**src/rtl/tlul_periph_demux_pkg.sv**
```systemverilog
// TL-UL types, opcodes and the peripheral address map shared by the demux and its sub-modules.
package tlul_periph_demux_pkg;

  typedef enum logic [2:0] {
    PutFullData    = 3'h0,
    PutPartialData = 3'h1,
    Get            = 3'h4
  } tl_a_op_e;

  typedef enum logic [2:0] {
    AccessAck     = 3'h0,
    AccessAckData = 3'h1
  } tl_d_op_e;

  typedef struct packed {
    logic        a_valid;
    tl_a_op_e    a_opcode;
    logic [2:0]  a_param;
    logic [1:0]  a_size;
    logic [7:0]  a_source;
    logic [31:0] a_address;
    logic [3:0]  a_mask;
    logic [31:0] a_data;
    logic        d_ready;
  } tl_h2d_t;

  typedef struct packed {
    logic        d_valid;
    tl_d_op_e    d_opcode;
    logic [2:0]  d_param;
    logic [1:0]  d_size;
    logic [7:0]  d_source;
    logic        d_sink;
    logic [31:0] d_data;
    logic        d_error;
    logic        a_ready;
  } tl_d2h_t;

  // Peripheral map used by the SoC top: four 4 KiB windows starting at 0x4000_0000.
  localparam int unsigned NumPeriph = 4;
  localparam logic [NumPeriph-1:0][31:0] PeriphAddrBase = {
    32'h4000_3000, 32'h4000_2000, 32'h4000_1000, 32'h4000_0000
  };
  localparam logic [NumPeriph-1:0][31:0] PeriphAddrMask = {
    32'h0000_0FFF, 32'h0000_0FFF, 32'h0000_0FFF, 32'h0000_0FFF
  };

  // Address matches a window when every non-masked bit equals the base.
  function automatic logic addr_hit(input logic [31:0] addr,
                                    input logic [31:0] base,
                                    input logic [31:0] mask);
    return (addr & ~mask) == base;
  endfunction

endpackage

```
**src/rtl/tlul_periph_demux_err.sv**
```systemverilog
// One-deep TL-UL error responder: answers any accepted request with d_error=1.
import tlul_periph_demux_pkg::*;

module tlul_err_resp (
  input  logic    clk_i,
  input  logic    rst_ni,
  input  tl_h2d_t tl_i,
  output tl_d2h_t tl_o
);

  typedef enum logic {
    ErrIdle,
    ErrResp
  } err_state_e;

  err_state_e  state_q, state_d;
  tl_a_op_e    op_q, op_d;
  logic [7:0]  src_q, src_d;
  logic [1:0]  size_q, size_d;

  logic unused_tl;
  assign unused_tl = ^{tl_i.a_param, tl_i.a_address, tl_i.a_mask, tl_i.a_data};

  // State and captured request fields
  always_ff @(posedge clk_i or negedge rst_ni) begin
    if (!rst_ni) begin
      state_q <= ErrIdle;
      op_q    <= PutFullData;
      src_q   <= '0;
      size_q  <= '0;
    end else begin
      state_q <= state_d;
      op_q    <= op_d;
      src_q   <= src_d;
      size_q  <= size_d;
    end
  end

  // Accept one request when idle, then hold the error response until d_ready
  always_comb begin
    state_d = state_q;
    op_d    = op_q;
    src_d   = src_q;
    size_d  = size_q;
    tl_o    = '0;
    unique case (state_q)
      ErrIdle: begin
        tl_o.a_ready = 1'b1;
        if (tl_i.a_valid) begin
          op_d    = tl_i.a_opcode;
          src_d   = tl_i.a_source;
          size_d  = tl_i.a_size;
          state_d = ErrResp;
        end
      end
      ErrResp: begin
        tl_o.d_valid  = 1'b1;
        tl_o.d_error  = 1'b1;
        tl_o.d_data   = '1;
        tl_o.d_opcode = (op_q == Get) ? AccessAckData : AccessAck;
        tl_o.d_source = src_q;
        tl_o.d_size   = size_q;
        if (tl_i.d_ready) state_d = ErrIdle;
      end
      default: state_d = ErrIdle;
    endcase
  end

endmodule

```
**src/rtl/tlul_periph_demux.sv**
```systemverilog
// 1-host to NumDev-device TL-UL demux with in-order outstanding tracking and an error sink.
import tlul_periph_demux_pkg::*;

module tlul_periph_demux #(
  parameter int unsigned                 NumDev         = NumPeriph,
  parameter int unsigned                 MaxOutstanding = 4,
  parameter logic [NumDev-1:0][31:0]     AddrBase       = PeriphAddrBase,
  parameter logic [NumDev-1:0][31:0]     AddrMask       = PeriphAddrMask
) (
  input  logic    clk_i,
  input  logic    rst_ni,
  input  tl_h2d_t tl_h_i,
  output tl_d2h_t tl_h_o,
  output tl_h2d_t tl_d_o [NumDev],
  input  tl_d2h_t tl_d_i [NumDev]
);

  localparam int unsigned IdxW = $clog2(NumDev + 1);
  localparam int unsigned CntW = $clog2(MaxOutstanding + 1);
  localparam logic [IdxW-1:0] ErrIdx = IdxW'(NumDev);
  localparam logic [CntW-1:0] CntMax = CntW'(MaxOutstanding);

  logic [IdxW-1:0] idx;
  logic [IdxW-1:0] dev_q, dev_d;
  logic [CntW-1:0] cnt_q, cnt_d;
  logic            stall;
  logic            sel_a_ready;
  logic            a_ready;
  logic            a_acc;
  logic            d_hs;
  logic            err_vld;
  logic            stray_dvalid;
  tl_d2h_t         d_sel;
  tl_h2d_t         err_tl_i;
  tl_d2h_t         err_tl_o;

  assign err_vld = err_tl_o.d_valid;

  // Address decode: lowest matching window wins, no match selects the error sink
  always_comb begin
    logic hit;
    hit = 1'b0;
    idx = ErrIdx;
    for (int unsigned i = 0; i < NumDev; i++) begin
      if (!hit && addr_hit(tl_h_i.a_address, AddrBase[i], AddrMask[i])) begin
        hit = 1'b1;
        idx = IdxW'(i);
      end
    end
  end

  // Stall on device switch, full outstanding window, or busy error responder
  always_comb begin
    stall = ((cnt_q != '0) && (idx != dev_q)) || (cnt_q == CntMax) ||
            ((idx == ErrIdx) && err_vld);
  end

  // Request fan-out and response-ready steering
  always_comb begin
    sel_a_ready = err_tl_o.a_ready;
    for (int unsigned i = 0; i < NumDev; i++) begin
      tl_d_o[i]         = tl_h_i;
      tl_d_o[i].a_valid = tl_h_i.a_valid & ~stall & (idx == IdxW'(i));
      tl_d_o[i].d_ready = tl_h_i.d_ready & (dev_q == IdxW'(i));
      if (idx == IdxW'(i)) sel_a_ready = tl_d_i[i].a_ready;
    end
    err_tl_i         = tl_h_i;
    err_tl_i.a_valid = tl_h_i.a_valid & ~stall & (idx == ErrIdx);
    err_tl_i.d_ready = tl_h_i.d_ready & (dev_q == ErrIdx);
    a_ready          = ~stall & sel_a_ready;
  end

  // Response path follows the device that owns the in-flight requests
  always_comb begin
    d_sel        = err_tl_o;
    stray_dvalid = 1'b0;
    for (int unsigned i = 0; i < NumDev; i++) begin
      if (dev_q == IdxW'(i)) d_sel = tl_d_i[i];
      else if (tl_d_i[i].d_valid) stray_dvalid = 1'b1;
    end
    tl_h_o         = d_sel;
    tl_h_o.a_ready = a_ready;
  end

  // Outstanding counter and owning-device tracking
  always_comb begin
    a_acc = tl_h_i.a_valid & a_ready;
    d_hs  = d_sel.d_valid & tl_h_i.d_ready;
    dev_d = a_acc ? idx : dev_q;
    cnt_d = cnt_q;
    unique case ({a_acc, d_hs})
      2'b10:   cnt_d = cnt_q + CntW'(1);
      2'b01:   cnt_d = cnt_q - CntW'(1);
      default: cnt_d = cnt_q;
    endcase
  end

  // Counter and device registers
  always_ff @(posedge clk_i or negedge rst_ni) begin
    if (!rst_ni) begin
      cnt_q <= '0;
      dev_q <= '0;
    end else begin
      cnt_q <= cnt_d;
      dev_q <= dev_d;
    end
  end

  tlul_err_resp u_err_resp (
    .clk_i  (clk_i),
    .rst_ni (rst_ni),
    .tl_i   (err_tl_i),
    .tl_o   (err_tl_o)
  );

  a_no_d_without_req: assert property (@(posedge clk_i) disable iff (!rst_ni)
    d_hs |-> (cnt_q != '0));
  a_no_stray_dvalid: assert property (@(posedge clk_i) disable iff (!rst_ni)
    !stray_dvalid);

endmodule

```
**config.mk**
```make
export PLATFORM = sky130hd
export DESIGN_NAME = tlul_periph_demux
export DESIGN_NICKNAME = d
export VERILOG_FILES = /design/src/rtl/tlul_periph_demux_pkg.sv /design/src/rtl/tlul_periph_demux_err.sv /design/src/rtl/tlul_periph_demux.sv
export SDC_FILE = /design/constraint.sdc
export NUM_CORES = 1
export LEC_CHECK = 0
export CORE_AREA = 2 2 268 270
export CTS_CLUSTER_SIZE = 24
export DETAILED_ROUTE_END_ITERATION = 8
export DIE_AREA = 0 0 270 272
export GPL_TIMING_DRIVEN = 0
export SYNTH_ARGS = -nofsm -noshare
export SYNTH_HDL_FRONTEND = slang
export SYNTH_SLANG_ARGS = --single-unit
```
**constraint.sdc**
```tcl
create_clock -name clk_i -period 6.5 [get_ports clk_i]
set_clock_uncertainty 0.05 [all_clocks]
set_input_delay 1.3 -clock clk_i [delete_from_list [all_inputs] [get_ports clk_i]]
set_output_delay 1.3 -clock clk_i [all_outputs]
set_load 0.02 [all_outputs]
```
== Word-level counts from Yosys, hierarchy flattened ==
Cells that the tools add are included.

* Output and inout bits: 396
* Flip-flop bits (word level): 20
* Input port bits: 296
* Word-level logic and storage cells: 80

* Reduce and logical (&&, ||, !) cells: 15
* Equality and inequality tests: 17
* Mux-type cells: 24
* Add/sub/neg operators: 2
* Bitwise gates (word level): 16

{| class="wikitable"
|+ Operators with widths
! cell !! number
|-
| 2-to-1 mux 52 bit || 4
|-
| == test 20 x 19 -> 1 bit, second input constant || 4
|-
| 2-to-1 mux 33 bit || 1
|-
| bitwise AND 1 bit || 14
|-
| == test 3 x 2 -> 1 bit, second input constant || 4
|-
| == test 3 bit, second input constant || 4
|-
| 2-to-1 mux 3 bit || 4
|-
| 2-to-1 mux 1 bit || 11
|-
| 2-to-1 mux 10 bit || 1
|-
| == test 3 x 1 -> 1 bit, second input constant || 2
|-
| zero test 3 bit || 2
|-
| case mux 3 bit (2 select lines) || 1
|-
| logical AND 1 bit || 5
|-
| 2-to-1 mux 4 bit || 1
|-
| adder 3 x 1 -> 3 bit, second input constant || 1
|-
| zero test 1 bit || 3
|-
| inequality test 3 bit || 1
|-
| nonzero test 3 bit || 1
|-
| subtractor 3 x 1 -> 3 bit, second input constant || 1
|-
| == test 2 x 1 -> 1 bit, second input constant || 1
|-
| == test 2 bit, second input constant || 1
|-
| logical OR 1 bit || 2
|-
| inverter 1 bit || 2
|-
| case mux 1 bit (2 select lines) || 1
|-
| 2 further kinds || 2
|}

== Depth between registers and ports, before layout ==
* Depth after elaboration: 20
* Depth in mapped cells: 12
* Depth with buffers taken out: 11

== By module ==
A second synthesis with hierarchy kept.

* Cells, all modules: 956
* Area total of the unflattened synthesis: 6369.9 sq um

{| class="wikitable"
|+ Modules (own cells, without submodules)
! module !! area each (sq um) !! sequential area each (sq um) !! instances !! cells an instance
|-
| tlul_periph_demux || 5411.4 || 150.1 || 1 || 871
|-
| tlul_err_resp || 958.4 || 350.3 || 1 || 85
|}

== Worst setup path after synthesis ==
OpenSTA, ideal clock, no wires.

* Path kind: input-to-output
* From: input port tl_h_i[55] in the netlist's numbering
* To: output port tl_d_o[171] in the netlist's numbering
* Arrival: 3.106 ns
* Path buffers: 0
* Stages: 6
* Slack: 2.044 ns
* Cells stage by stage: nor4b_2 nand3_1 or3_4 a221oi_2 nand2_1 nor3b_1

{| class="wikitable"
|+ RTL lines
! element !! line !! source
|-
| start, declared || tlul_periph_demux.sv:12 || <nowiki>input tl_h2d_t tl_h_i,</nowiki>
|-
| end, declared || tlul_periph_demux.sv:14 || <nowiki>output tl_h2d_t tl_d_o [NumDev],</nowiki>
|}

==> flow_summary.json <==
{
  "mostFrequentLayoutCells": "638 x clkdlybuf4s50_1, 338 x buf_4, 70 x mux2i_1",
  "multiInputGateArea_um2": 2303,
  "end_kind": "output pin",
  "final-setup-viol-count": 0,
  "syn_avg_cell_area_um2": 7.859,
  "antenna_found_initial": 2,
  "fin_setup_tns_ns": 0,
  "maxCapViolCount": 0,
  "h-tree-depth": 1,
  "p_leak_nw": 5.266,
  "cts_tree": "done",
  "final_util_pct": 18.65,
  "worstMarginPinSlew_ns": 1.195,
  "area.growth.synth_to_final_pct": 138.5,
  "io_buffers": 638,
  "core_area_um2": 70750,
  "syn_nets": 1002,
  "p_per_area_nw_per_um2": 264.6,
  "rows": 98,
  "clock_path_buffers": 2,
  "path_max_fanout": 10,
  "switching_share_pct": 52.54,
  "fp.dieH_um": 272,
  "n_antenna_cell": 0,
  "clkPwrFrac_pct": 4.3,
  "grt_max_degree": 21,
  "synth_area_leader_cell": "buf_4",
  "vias_per_cell": 3.034,
  "synth-edff-count": 0,
  "netlist.area_leader.share_pct": 45.86,
  "numCtsBuffers": 3,
  "ios": 692,
  "vias": 6965,
  "fin_crit_sh_pct": 87.22,
  "power.internal_mw": 1.657,
  "final-seq-area_um2": 500.5,
  "postSynthCellCount": 704,
  "grt_usage_pct": 9.723,
  "die_x_um": 270,
  "grt_pass1_vias": 6995,
  "yosys_warnings": 0,
  "clock_sinks": 20,
  "ys_seq_area_share_pct": 9.046,
  "finalCriticalPeriod_ns": 5.669,
  "drc": 0,
  "cts_setup_buffers": 0,
  "path_class": "reg -> out",
  "dr.pass1.iters": 5,
  "rsz0062_at_grt": "no",
  "nNetsFinal": 1645,
  "hp-class": "reg -> reg",
  "drt_iter0_drc": 135,
  "cts.repair.resized": 0,
  "required_ns": 5.15,
  "gp_congestion": 0.8298,
  "relSlewSlack_pct": 20.32,
  "cts_root_buf": "clkbuf_16",
  "grt_pass1_wl_mm": 51.23,
  "ant_nets": 0,
  "hold_viol": 0,
  "wire_per_inst_um": 16.69,
  "clock_latency_ns": 0.27,
  "cts.reportedPaths.clkPinSlew_ns": 0.06,
  "drt_wl_total_mm": 38.32,
  "start_util_pct": 7.820,
  "startpoint_type": "flop",
  "grt_overflow": 0,
  "ys_types": 49,
  "die_area_um2": 73440,
  "nFillCells": 7967,
  "synth_ff_type": "dfrtp_1",
  "fmax_mhz": 176.4,
  "synthesis.area_um2": 5533,
  "finalMaxSlewViolations": 0,
  "async_flop_share_pct": 100.0,
  "place_inst": 2292,
  "layout_commonest_cell": "clkdlybuf4s50_1",
  "arrival_ns": 4.32,
  "peakVddDrop_v": 0.0002166,
  "synthTopCellsByArea": "buf_4 46%, mux2i_1 13%, dfrtp_1 9.0%",
  "fin_cells": 2296,
  "dpl.hpwl_mm": 34.53,
  "p_comb_share_pct": 88.3,
  "status": "finished clean",
  "cts-hold-fix-buffers": 0,
  "ys_seq_elements": 20,
  "drive_above_1_share_pct": 28.38,
  "pwr-share-seq_pct": 7.4,
  "switchingPower_mw": 1.835
}
-- flip-flops by register name, summed over array words and instances, names as in the netlist --
| name | flops |
|---|---|
| u_err_resp.src_q | 8 |
| cnt_q | 3 |
| u_err_resp.size_q | 2 |
| u_err_resp.state_q | 1 |
| dev_q | 3 |
| u_err_resp.op_q | 3 |
-- worst max-delay path, cell delays in order (launching register included) --
cell and delay, ns:
dfrtp_1 0.49, buf_2 0.50, clkbuf_1 0.81, buf_2 0.78, mux2i_1 0.60, o21ai_0 0.16
clkdlybuf4s50_1 0.67
-- power groups by stage --
stage               combinational, mW  sequential, mW  clock, mW
finish                           3.08           0.260      0.151
global route                     3.29           0.271      0.160
CTS                              3.16           0.262      0.154
detailed placement               3.15           0.262          0
global placement                 3.15           0.263          0
floorplan                        1.60           0.226          0
-- final timing paths --
| kind | start | depth (start not counted) | to | slack (ns) |
|---|---|---|---|---|
| max | dev_q[0]$_DFFE_PN0P_ | 6 | tl_h_o[48] | 0.83 |
| min | cnt_q[2]$_DFFE_PN0P_ | 1 | cnt_q[2]$_DFFE_PN0P_ | 0.45 |
| max reg2reg | dev_q[0]$_DFFE_PN0P_ | 11 | cnt_q[2]$_DFFE_PN0P_ | 2.52 |
| min reg2reg | cnt_q[2]$_DFFE_PN0P_ | 1 | cnt_q[2]$_DFFE_PN0P_ | 0.45 |
| max in group asynchronous | rst_ni | 1 | u_err_resp.src_q[2]$_DFFE_PN0P_ | 4.27 |
| min in group asynchronous | rst_ni | 1 | u_err_resp.size_q[1]$_DFFE_PN0P_ | 1.52 |
-- cell type report --
cell class,count,share of cell area (%)
buffer,374,20.51
timing repair buffer,638,48.39
sequential,20,3.793
tap,950,9.007
multi-input combinational,304,17.46
inverter,6,0.1707
clock buffer,4,0.6732
-- kinds of logic after synthesis --
logic type	synth area share [%]
buf+inv	49.32
compound gates	11.33
flops	9.046
simple gates	10.38
mux	18.70
xor+xnor	0.6333
fa+ha+maj	0.5879
-- metrics by stage --
stage | hold WS [ns] | power, mW | setup WS (ns) | area [µm²]
final | 0.4489 | 3.492 | 0.8307 | 13200
after floorplan | 0.4093 | 1.825 | 2.044 | 5533
after CTS | 0.4527 | 3.580 | 0.5230 | 13200
after global routing | 0.4667 | 3.725 | 0.4660 | 13200
after global placement | 0.4371 | 3.415 | 0.7993 | 13110
after detailed placement | 0.4430 | 3.409 | 0.7934 | 13110
-- cell usage after synthesis, drive strengths merged (2+ instances only) --
cell      n
mux4      7
a32oi     2
and2      4
o221ai   22
nand3    20
xnor2     2
a31oi     2
or2       2
nor2     42
a21oi    40
nor2b     8
or3       2
nor4      4
o21ai    16
nor3b     2
a21o      2
mux2     13
mux2i    70
nand2    19
clkbuf   25
and3      3
dfrtp    20
o211ai    8
buf     349
xor2      2
inv       6
-- routing by layer --
layer	part of all wire (%)	vias up	track usage (%)
met5	0.034	-	0
met3	9.4	50	3.227
met2	50	443	17.93
li1	-	3332	-
met4	2.7	2	2.836
met1	38	3138	10.51
(Power assumes the default switching activity.)
